[src/rtl/mc_pkg.sv]
// mc_pkg: shared state encoding and datapath mux encodings for the multicycle control FSM.
// Rev 1.0
`default_nettype none

package mc_pkg;

  typedef enum logic [3:0] {
    S_FETCH  = 4'd0,
    S_DECODE = 4'd1,
    S_MEMADR = 4'd2,
    S_MEMRD  = 4'd3,
    S_MEMWB  = 4'd4,
    S_MEMWR  = 4'd5,
    S_EXECR  = 4'd6,
    S_EXECI  = 4'd7,
    S_ALUWB  = 4'd8,
    S_BRANCH = 4'd9
  } state_t;

  localparam logic [1:0] c_SRCB_REG   = 2'b00;
  localparam logic [1:0] c_SRCB_IMM   = 2'b01;
  localparam logic [1:0] c_SRCB_FOUR  = 2'b10;

  localparam logic [1:0] c_RES_ALUOUT = 2'b00;
  localparam logic [1:0] c_RES_RDATA  = 2'b01;
  localparam logic [1:0] c_RES_ALU    = 2'b10;

  localparam logic [1:0] OP_DP  = 2'b00;
  localparam logic [1:0] OP_MEM = 2'b01;
  localparam logic [1:0] OP_BR  = 2'b10;

  function automatic logic is_wait_state(input state_t s);
    return (s == S_FETCH) || (s == S_MEMRD) || (s == S_MEMWR);
  endfunction

endpackage

`default_nettype wire

[src/rtl/mc_wait_timer.sv]
// mc_wait_timer: saturating memory wait-state counter with a bounded timeout compare.
// Rev 1.0
`default_nettype none

module mc_wait_timer #(
  parameter int WAIT_LIMIT = 16,
  parameter int WCNT_W     = 8
) (
  input  logic clk,
  input  logic reset,
  input  logic i_count,
  input  logic i_clear,
  output logic o_timeout
);

  localparam logic [WCNT_W-1:0] c_LIMIT = WCNT_W'(WAIT_LIMIT);

  logic [WCNT_W-1:0] r_cnt;

  assign o_timeout = (WAIT_LIMIT != 0) && i_count && (r_cnt == c_LIMIT);

  // A timeout restarts the count so a stalled FETCH does not fire every cycle.
  always_ff @(posedge clk or posedge reset) begin
    if (reset) begin
      r_cnt <= '0;
    end else if (!i_count || i_clear || o_timeout) begin
      r_cnt <= '0;
    end else if (r_cnt != '1) begin
      r_cnt <= r_cnt + WCNT_W'(1);
    end
  end

endmodule

`default_nettype wire

[src/rtl/mc_main_fsm.sv]
// mc_main_fsm: multicycle ARM main control FSM sequencing ALU, unified memory and register file.
// Rev 1.0
`default_nettype none

module mc_main_fsm
  import mc_pkg::*;
#(
  parameter int WAIT_LIMIT = 16,
  parameter int WCNT_W     = 8
) (
  input  logic       clk,
  input  logic       reset,
  input  logic [1:0] op,
  input  logic [5:0] funct,
  input  logic       cond_ex,
  input  logic       mem_ready,
  output logic       ir_write,
  output logic       next_pc,
  output logic       adr_src,
  output logic       alu_src_a,
  output logic [1:0] alu_src_b,
  output logic [1:0] result_src,
  output logic       alu_op,
  output logic       reg_write,
  output logic       mem_write,
  output logic       branch,
  output logic       flag_write,
  output logic       illegal,
  output logic       bus_error,
  output logic [3:0] state_o
);

  state_t r_state;
  state_t w_next;
  logic   w_count;
  logic   w_timeout;
  logic   w_reg_write;
  logic   w_mem_write;
  logic   w_branch;
  logic   w_flag_write;
  logic   w_unused;

  assign w_unused = &{1'b0, funct[2:1]};
  assign w_count  = is_wait_state(r_state) && !mem_ready;

  mc_wait_timer #(
    .WAIT_LIMIT (WAIT_LIMIT),
    .WCNT_W     (WCNT_W)
  ) u_wait_timer (
    .clk       (clk),
    .reset     (reset),
    .i_count   (w_count),
    .i_clear   (w_next != r_state),
    .o_timeout (w_timeout)
  );

  always_ff @(posedge clk or posedge reset) begin
    if (reset) begin
      r_state <= S_FETCH;
    end else begin
      r_state <= w_next;
    end
  end

  always_comb begin
    w_next       = r_state;
    ir_write     = 1'b0;
    next_pc      = 1'b0;
    adr_src      = 1'b0;
    alu_src_a    = 1'b0;
    alu_src_b    = c_SRCB_REG;
    result_src   = c_RES_ALUOUT;
    alu_op       = 1'b0;
    w_reg_write  = 1'b0;
    w_mem_write  = 1'b0;
    w_branch     = 1'b0;
    w_flag_write = 1'b0;
    illegal      = 1'b0;
    bus_error    = 1'b0;
    case (r_state)
      S_FETCH: begin
        alu_src_a  = 1'b1;
        alu_src_b  = c_SRCB_FOUR;
        result_src = c_RES_ALU;
        ir_write   = mem_ready;
        next_pc    = mem_ready;
        if (mem_ready) w_next = S_DECODE;
      end
      S_DECODE: begin
        alu_src_a  = 1'b1;
        alu_src_b  = c_SRCB_FOUR;
        result_src = c_RES_ALU;
        if (!cond_ex) begin
          w_next = S_FETCH;
        end else begin
          case (op)
            OP_MEM:  w_next = S_MEMADR;
            OP_DP:   w_next = funct[5] ? S_EXECI : S_EXECR;
            OP_BR:   w_next = S_BRANCH;
            default: begin
              w_next  = S_FETCH;
              illegal = 1'b1;
            end
          endcase
        end
      end
      S_MEMADR: begin
        alu_src_b = c_SRCB_IMM;
        w_next    = funct[0] ? S_MEMRD : S_MEMWR;
      end
      S_MEMRD: begin
        adr_src = 1'b1;
        if (mem_ready) w_next = S_MEMWB;
      end
      S_MEMWB: begin
        result_src  = c_RES_RDATA;
        w_reg_write = 1'b1;
        w_next      = S_FETCH;
      end
      S_MEMWR: begin
        adr_src     = 1'b1;
        w_mem_write = 1'b1;
        if (mem_ready) w_next = S_FETCH;
      end
      S_EXECR: begin
        alu_op       = 1'b1;
        alu_src_b    = c_SRCB_REG;
        w_flag_write = funct[0];
        w_next       = S_ALUWB;
      end
      S_EXECI: begin
        alu_op       = 1'b1;
        alu_src_b    = c_SRCB_IMM;
        w_flag_write = funct[0];
        w_next       = S_ALUWB;
      end
      S_ALUWB: begin
        result_src  = c_RES_ALUOUT;
        // Compare-class ops (funct[4:3] = 10) only touch the flags.
        w_reg_write = (funct[4:3] != 2'b10);
        w_next      = S_FETCH;
      end
      S_BRANCH: begin
        alu_src_b  = c_SRCB_IMM;
        result_src = c_RES_ALU;
        w_branch   = 1'b1;
        w_next     = S_FETCH;
      end
      default: w_next = S_FETCH;
    endcase
    if (w_timeout) begin
      w_next      = S_FETCH;
      bus_error   = 1'b1;
      w_mem_write = 1'b0;
    end
  end

  assign reg_write  = w_reg_write  & cond_ex;
  assign mem_write  = w_mem_write  & cond_ex;
  assign branch     = w_branch     & cond_ex;
  assign flag_write = w_flag_write & cond_ex;
  assign state_o    = r_state;

endmodule

`default_nettype wire

[config.mk]
export PLATFORM = sky130hd
export DESIGN_NAME = mc_main_fsm
export DESIGN_NICKNAME = d
export VERILOG_FILES = /design/src/rtl/mc_pkg.sv /design/src/rtl/mc_wait_timer.sv /design/src/rtl/mc_main_fsm.sv
export SDC_FILE = /design/constraint.sdc
export NUM_CORES = 1
export LEC_CHECK = 0
export ABC_AREA = 1
export CORE_MARGIN = 2
export CORE_UTILIZATION = 43
export DETAILED_ROUTE_END_ITERATION = 8
export PLACE_DENSITY = 0.76
export SKIP_CTS_REPAIR_TIMING = 1
export SLEW_MARGIN = 15
export SYNTH_ARGS = -nofsm -noshare
export SYNTH_HDL_FRONTEND = slang
export SYNTH_HIERARCHICAL = 1
export SYNTH_SLANG_ARGS = --single-unit
[constraint.sdc]
create_clock -name clk -period 2.1 [get_ports clk]
set_input_delay 0.525 -clock clk [delete_from_list [all_inputs] [get_ports clk]]
set_output_delay 0.525 -clock clk [all_outputs]
set_load 0.02 [all_outputs]
### Word level (Yosys, flattened, before mapping)

Cells that the tools add are included.

* bitwise gates (word level): 4
* reduce and logical (&&, ||, !) cells: 17
* $add $sub $neg: 1
* muxes and demuxes: 26
* equal/unequal tests: 15

Operators with widths (count)
* 4-bit case mux with 6 select lines: 1
* 4-bit 2-to-1 mux: 5
* 4-bit by 3-bit equality test with 1-bit output (second input constant): 4
* 8-bit 2-to-1 mux: 2
* 1-bit 2-to-1 mux: 13
* 4-bit case mux with 3 select lines: 1
* 3-bit OR reduction: 3
* 8-bit by 1-bit adder with 8-bit output (second input constant): 1
* 4-bit by 2-bit equality test with 1-bit output (second input constant): 2
* 4-bit equality test (second input constant): 2
* 8-bit by 5-bit equality test with 1-bit output (second input constant): 1
* 8-bit inequality test (second input constant): 1
* 2-bit case mux with 2 select lines: 2
* 2-bit OR reduction: 3
* 1-bit AND: 4
* 4-bit by 1-bit equality test with 1-bit output (second input constant): 1
* 4-bit logical NOT: 1
* 1-bit logical OR: 4
* 4-bit inequality test: 1
* 3-bit 2-to-1 mux: 1
* 2-bit by 1-bit equality test with 1-bit output (second input constant): 1
* 2-bit equality test (second input constant): 1
* 1-bit logical AND: 2
* 1-bit logical NOT: 2
* 4 further kinds: 4

* bits in registers: 12
* word-level logic and storage cells: 65
* output and inout port bits: 19

### Longest topological paths before layout

* word-level depth: 10
* gate-level depth with buffers: 19
* gate-level depth less buffers: 18

### Cells and area by module

Netlist, hierarchy kept.

Modules (own cells, without submodules)
* mc_wait_timer: times used 1, area each 571.8 µm², cells an instance 90
* mc_main_fsm: times used 1, area each 556.8 µm², cells an instance 98

### Worst setup path after synthesis

OpenSTA, ideal clock, no wires.

* kind: register to register
* from: reg r_state[1], in the netlist state_o[1]
* to: reg u_wait_timer.r_cnt[7]
* cell stages (with the launch flop): 19
* slack: -0.644 ns
* path buffers: 1
* data arrival time: 2.679 ns
* clock period less this slack: 2.744 ns
* cells stage by stage: dfrtp_1 -> buf_6 -> nor2_1 -> nand2_1 -> a31oi_1 -> nand2_1 -> inv_1 -> nand2_1 -> nor2_1 -> inv_1 -> a21oi_1 -> nand2_1 -> nor2_2 -> nand3_2 -> nor2_1 -> inv_1 -> nor2_1 -> nand2_1 -> nand2_1

* word-level cells in the longest chain between the ends: 10

Ends and longest elaborated chain
* start, declared: line mc_main_fsm.sv:33 `state_t r_state;`
* start signal, assigned: line mc_main_fsm.sv:61 `r_state <= w_next;`
* 4-bit by 2-bit equality test with 1-bit output / 4-bit logical NOT (equally long branches): line mc_pkg.sv:33 `return (s == S_FETCH) || (s == S_MEMRD) || (s == S_MEMWR);`
* 1-bit logical OR: line mc_pkg.sv:33
* 1-bit logical OR *: line mc_pkg.sv:33
* 1-bit logical AND *: line mc_main_fsm.sv:44 `assign w_count = is_wait_state(r_state) && !mem_ready;`
* net w_count: line mc_main_fsm.sv:35 `logic w_count;`
* 1-bit logical AND: line mc_wait_timer.sv:20 `assign o_timeout = (WAIT_LIMIT != 0) && i_count && (r_cnt == c_LIMIT);`
* 4-bit 2-to-1 mux: line mc_main_fsm.sv:151 `if (w_timeout) begin`
* 4-bit inequality test: line mc_main_fsm.sv:53 `.i_clear (w_next != r_state),`
* 1-bit logical OR: line mc_wait_timer.sv:26 `end else if (!i_count || i_clear || o_timeout) begin`
* 1-bit logical OR *: line mc_wait_timer.sv:26
* 8-bit 2-to-1 mux / 2-bit nonzero test (equally long branches)
* end signal, assigned: line mc_wait_timer.sv:29 `r_cnt <= r_cnt + WCNT_W'(1);`
* end, declared: line mc_wait_timer.sv:18 `logic [WCNT_W-1:0] r_cnt;`

The timed path passes the listed nets; every way through them passes the cells marked *.
A chain may end at the register's enable or synchronous reset.

### Worst setup path after layout

* from: reg r_state[1], in the netlist state_o[1]
* to: out mem_write

* word-level cells in the longest chain between the ends: 7

Ends and longest elaborated chain
* 4-bit by 2-bit equality test with 1-bit output / 4-bit logical NOT (equally long branches): line mc_pkg.sv:33
* 1-bit logical OR: line mc_pkg.sv:33
* 1-bit logical OR *: line mc_pkg.sv:33
* 1-bit logical AND *: line mc_main_fsm.sv:44
* net w_count: line mc_main_fsm.sv:35
* 1-bit logical AND *: line mc_wait_timer.sv:20
* 1-bit 2-to-1 mux *: line mc_main_fsm.sv:151
* 1-bit AND *: line mc_main_fsm.sv:159 `assign mem_write = w_mem_write & cond_ex;`
* end, declared: line mc_main_fsm.sv:25 `output logic mem_write,`

Marks and branches as above.

==> results.md <==
* FF-to-FF setup slack at -0.20 ns
* DR vias/cell at between 4 and 5
* Fillers at 186
* Outcome: finished with violations
* CP Data Required Time at 1.57 ns
* Core area at 2477 um2
* Inserted Clock Buffers at 3
* Reg clk slew, reported paths at 0.08 ns
* Die Y at between 50 and 60 um
* Average size of a mapped cell at 6.003 um2
* Worst Hold Margin at slightly below 0.5 ns
* Dpl hpwl at 2.583 mm
* Worst skew pair latency at roughly 0.27 ns
* F_max at roughly 0.43 GHz
* DIE WIDTH at approximately 55 um
* Post-synthesis cell area at roughly 1100 um2
* Detail Route Antenna Nets at 0
* Drt wl/cell at roughly 12 um
* Worst-path maximum fanout at 5
* Number of synthesized register bits at 12
* Netlist cell types at 23
* Post-route setup slack at -0.2492 ns
* Maximum buffer depth of the clock tree at 2
* Crit path max-delay cell type: dfrtp_2
* WP buf/inv at 3
* Ports at 31
* Vias in the first global route at 1341
* Relative slew slack at 0.7615
* Failing checks: negative setup slack
* Clock share of power at 0.092
* Initial antenna violation count at 0
* Layout Nets at 280
* Final setup viols at 10
* Maxcap violations at 0
* Final Hold Vio Count at 0
* Reg power frac at 0.170
* Most frequent cells in the layout: nand2_1, buf_4, inv_1
* Antenna cells at 0
* Final min period at between 2 and 2.5 ns
* First-pass GRT wire length at approximately 5.3 mm
* Final Instance Area at roughly 1900 um2
* Internal at approximately 0.0011 W
* Worst-margin pin slew at 0.3574 ns
* Largest stage delay, worst path at 0.48 ns
* Row count at 18
* Finished Layout Cells at ~300
* Crit path kind: flop to output port
* Cell count after synthesis at roughly 190
* Syn Nets at slightly above 200
* Layout cells sized above 1 at 0.4038
* Port Buffers at 28
* Critical path launch point type: flop
* Via count at roughly 1400
* DP Area at 1774 um2
* CTS sink cnt at 12
* Initial core utilization at 0.4556
* Cell Chain, Critical Path: nor2_2, nand2_2, a31oi_4, nand2_2, inv_2, nand2_2, nor2_4, buf_4, nor3_1, buf_2
* CTS tree: done
* Syn-to-layout area delta at 72.28%
* Pwr dens at 1040 nW/um2
* Post-synthesis sequential area ratio at 0.2661
* Final Skew at approximately 0.0037 ns
* CP most frequent cell: nand2_2
* Worst Setup End Kind: output port
* First-pass DRT Iterations at 4
* Worst path depth at 10
* Worst R2R Path Depth at 18
* Net Sw Frac at 0.4728
* Commonest non-fill, non-tap cell in the layout: nand2_1
* DRC viols at 0
* VDD IR max at 0.0006908 V
* DP Cell Count at between 200 and 300
* Cell family with most CP delay: simple AND/OR/NAND/NOR gates
* CTS H-tree lvls at 1
* Largest net degree at the start of global routing at 9
* Hold Path Class: primary input to async pin
* NetSw at approximately 0.00096 W
* DRT iter0 DRCs at 30
* CTS Root Cell: clkbuf_4
* CP arrival at roughly 1.8 ns
* Warnings, synthesis at 6
* Area of the die at ~3100 um2
* Gr usage total at 0.2104
* Placer Congestion at ~0.85
* Total grt overflow at 0
* RSZ-0062 raised after global routing: yes
* Combinational group share of total power at 0.738
* Max-slew violation count at 0
* P_leak at approximately 1.1 nW
* Routed wire length at around 3.5 mm
* Fin crit share at 1.119
## worst paths after layout
path,from,end
min in group clk,u_wait_timer/r_cnt[4],u_wait_timer/r_cnt[4]
setup reg to reg,state_o[1],u_wait_timer/r_cnt[7]
hold reg to reg,u_wait_timer/r_cnt[4],u_wait_timer/r_cnt[4]
max in group asynchronous,reset,u_wait_timer/r_cnt[5]
setup / recovery,state_o[1],mem_write
hold / removal,reset,state_o[1]
## metal layers
| layer | GRT usage | routed length (um) |
|---|---|---|
| met5 | 0 | 0 |
| met4 | 0.06620 | 86 |
| met3 | 0.02810 | 81 |
| met2 | 0.4218 | 1893 |
| met1 | 0.2203 | 1422 |
## power by group through the flow
stage | logic [W] | registers [W] | clock network [W]
3_5_place_dp | 0.00136 | 0.000344 | 0
5_1_grt | 0.00162 | 0.000354 | 0.000202
3_3_place_gp | 0.00133 | 0.000341 | 0
6_report | 0.00149 | 0.000344 | 0.000186
4_1_cts | 0.00136 | 0.000339 | 0.000189
2_1_floorplan | 0.000687 | 0.000363 | 0
## worst reg2reg max path, stage by stage, from the launching register on
cell     delay, ns
dfrtp_2       0.48
nor2_2        0.18
nand2_2       0.11
a31oi_4       0.16
nand2_2       0.09
inv_2         0.06
nand2_2       0.06
nor2_4        0.11
buf_6         0.14
inv_8         0.04
a21oi_2       0.10
nand2_1       0.06
nor2_2        0.09
nand3_2       0.09
nor2_4        0.15
inv_2         0.06
nor2_4        0.13
nand2_2       0.06
nand2_2       0.06
## Yosys cell counts, drive strengths merged
master / count / area, um2
nand3: 14 / 80.08
o21ai: 4 / 20.02
a31oi: 1 / 6.260
clkinv: 1 / 3.750
nor4: 1 / 6.260
a21oi: 8 / 40.04
nor3: 4 / 20.02
dfrtp: 12 / 300.3
nor2: 38 / 192.7
inv: 35 / 131.4
o211ai: 1 / 7.510
xnor2: 1 / 8.760
nand4: 1 / 6.260
buf: 2 / 18.77
nand2: 63 / 261.5
ha: 2 / 25.02
## through the flow
step | power [W] | util | setup WS, ns | setup TNS, ns
2_1_floorplan | 0.001051 | - | -0.1368 | -0.9465
3_3_place_gp | 0.001676 | 0.7162 | -0.5499 | -6.738
3_5_place_dp | 0.001702 | 0.7162 | -0.5729 | -6.959
4_1_cts | 0.001892 | 0.7308 | -0.6013 | -6.824
5_1_grt | 0.002178 | 0.7848 | -0.3820 | -3.075
6_report | 0.002023 | 0.7848 | -0.2492 | -1.476
## sequential cells by signal, summed over array words and instances (netlist names)
register,count
state_o,4
u_wait_timer/r_cnt,8
## kinds of logic after synthesis
group,synth area share
adder cells (fa/ha/maj),0.02217
flip-flops,0.2661
AO/OA/AOI/OAI,0.06542
XOR/XNOR,0.007762
AND/OR/NAND/NOR,0.5022
buffers and inverters,0.1364
## cell type report
| class | count | area (um2) | area share |
|---|---|---|---|
| Clock buffer | 4 | 36.28 | 0.01866 |
| Multi-Input combinational cell | 138 | 782.0 | 0.4022 |
| Tap cell | 30 | 37.54 | 0.01931 |
| Sequential cell | 12 | 305.3 | 0.1570 |
| Inverter | 36 | 142.6 | 0.07336 |
| Timing Repair Buffer | 75 | 640.6 | 0.3295 |
Note: power is estimated with default switching activity, not from simulation.
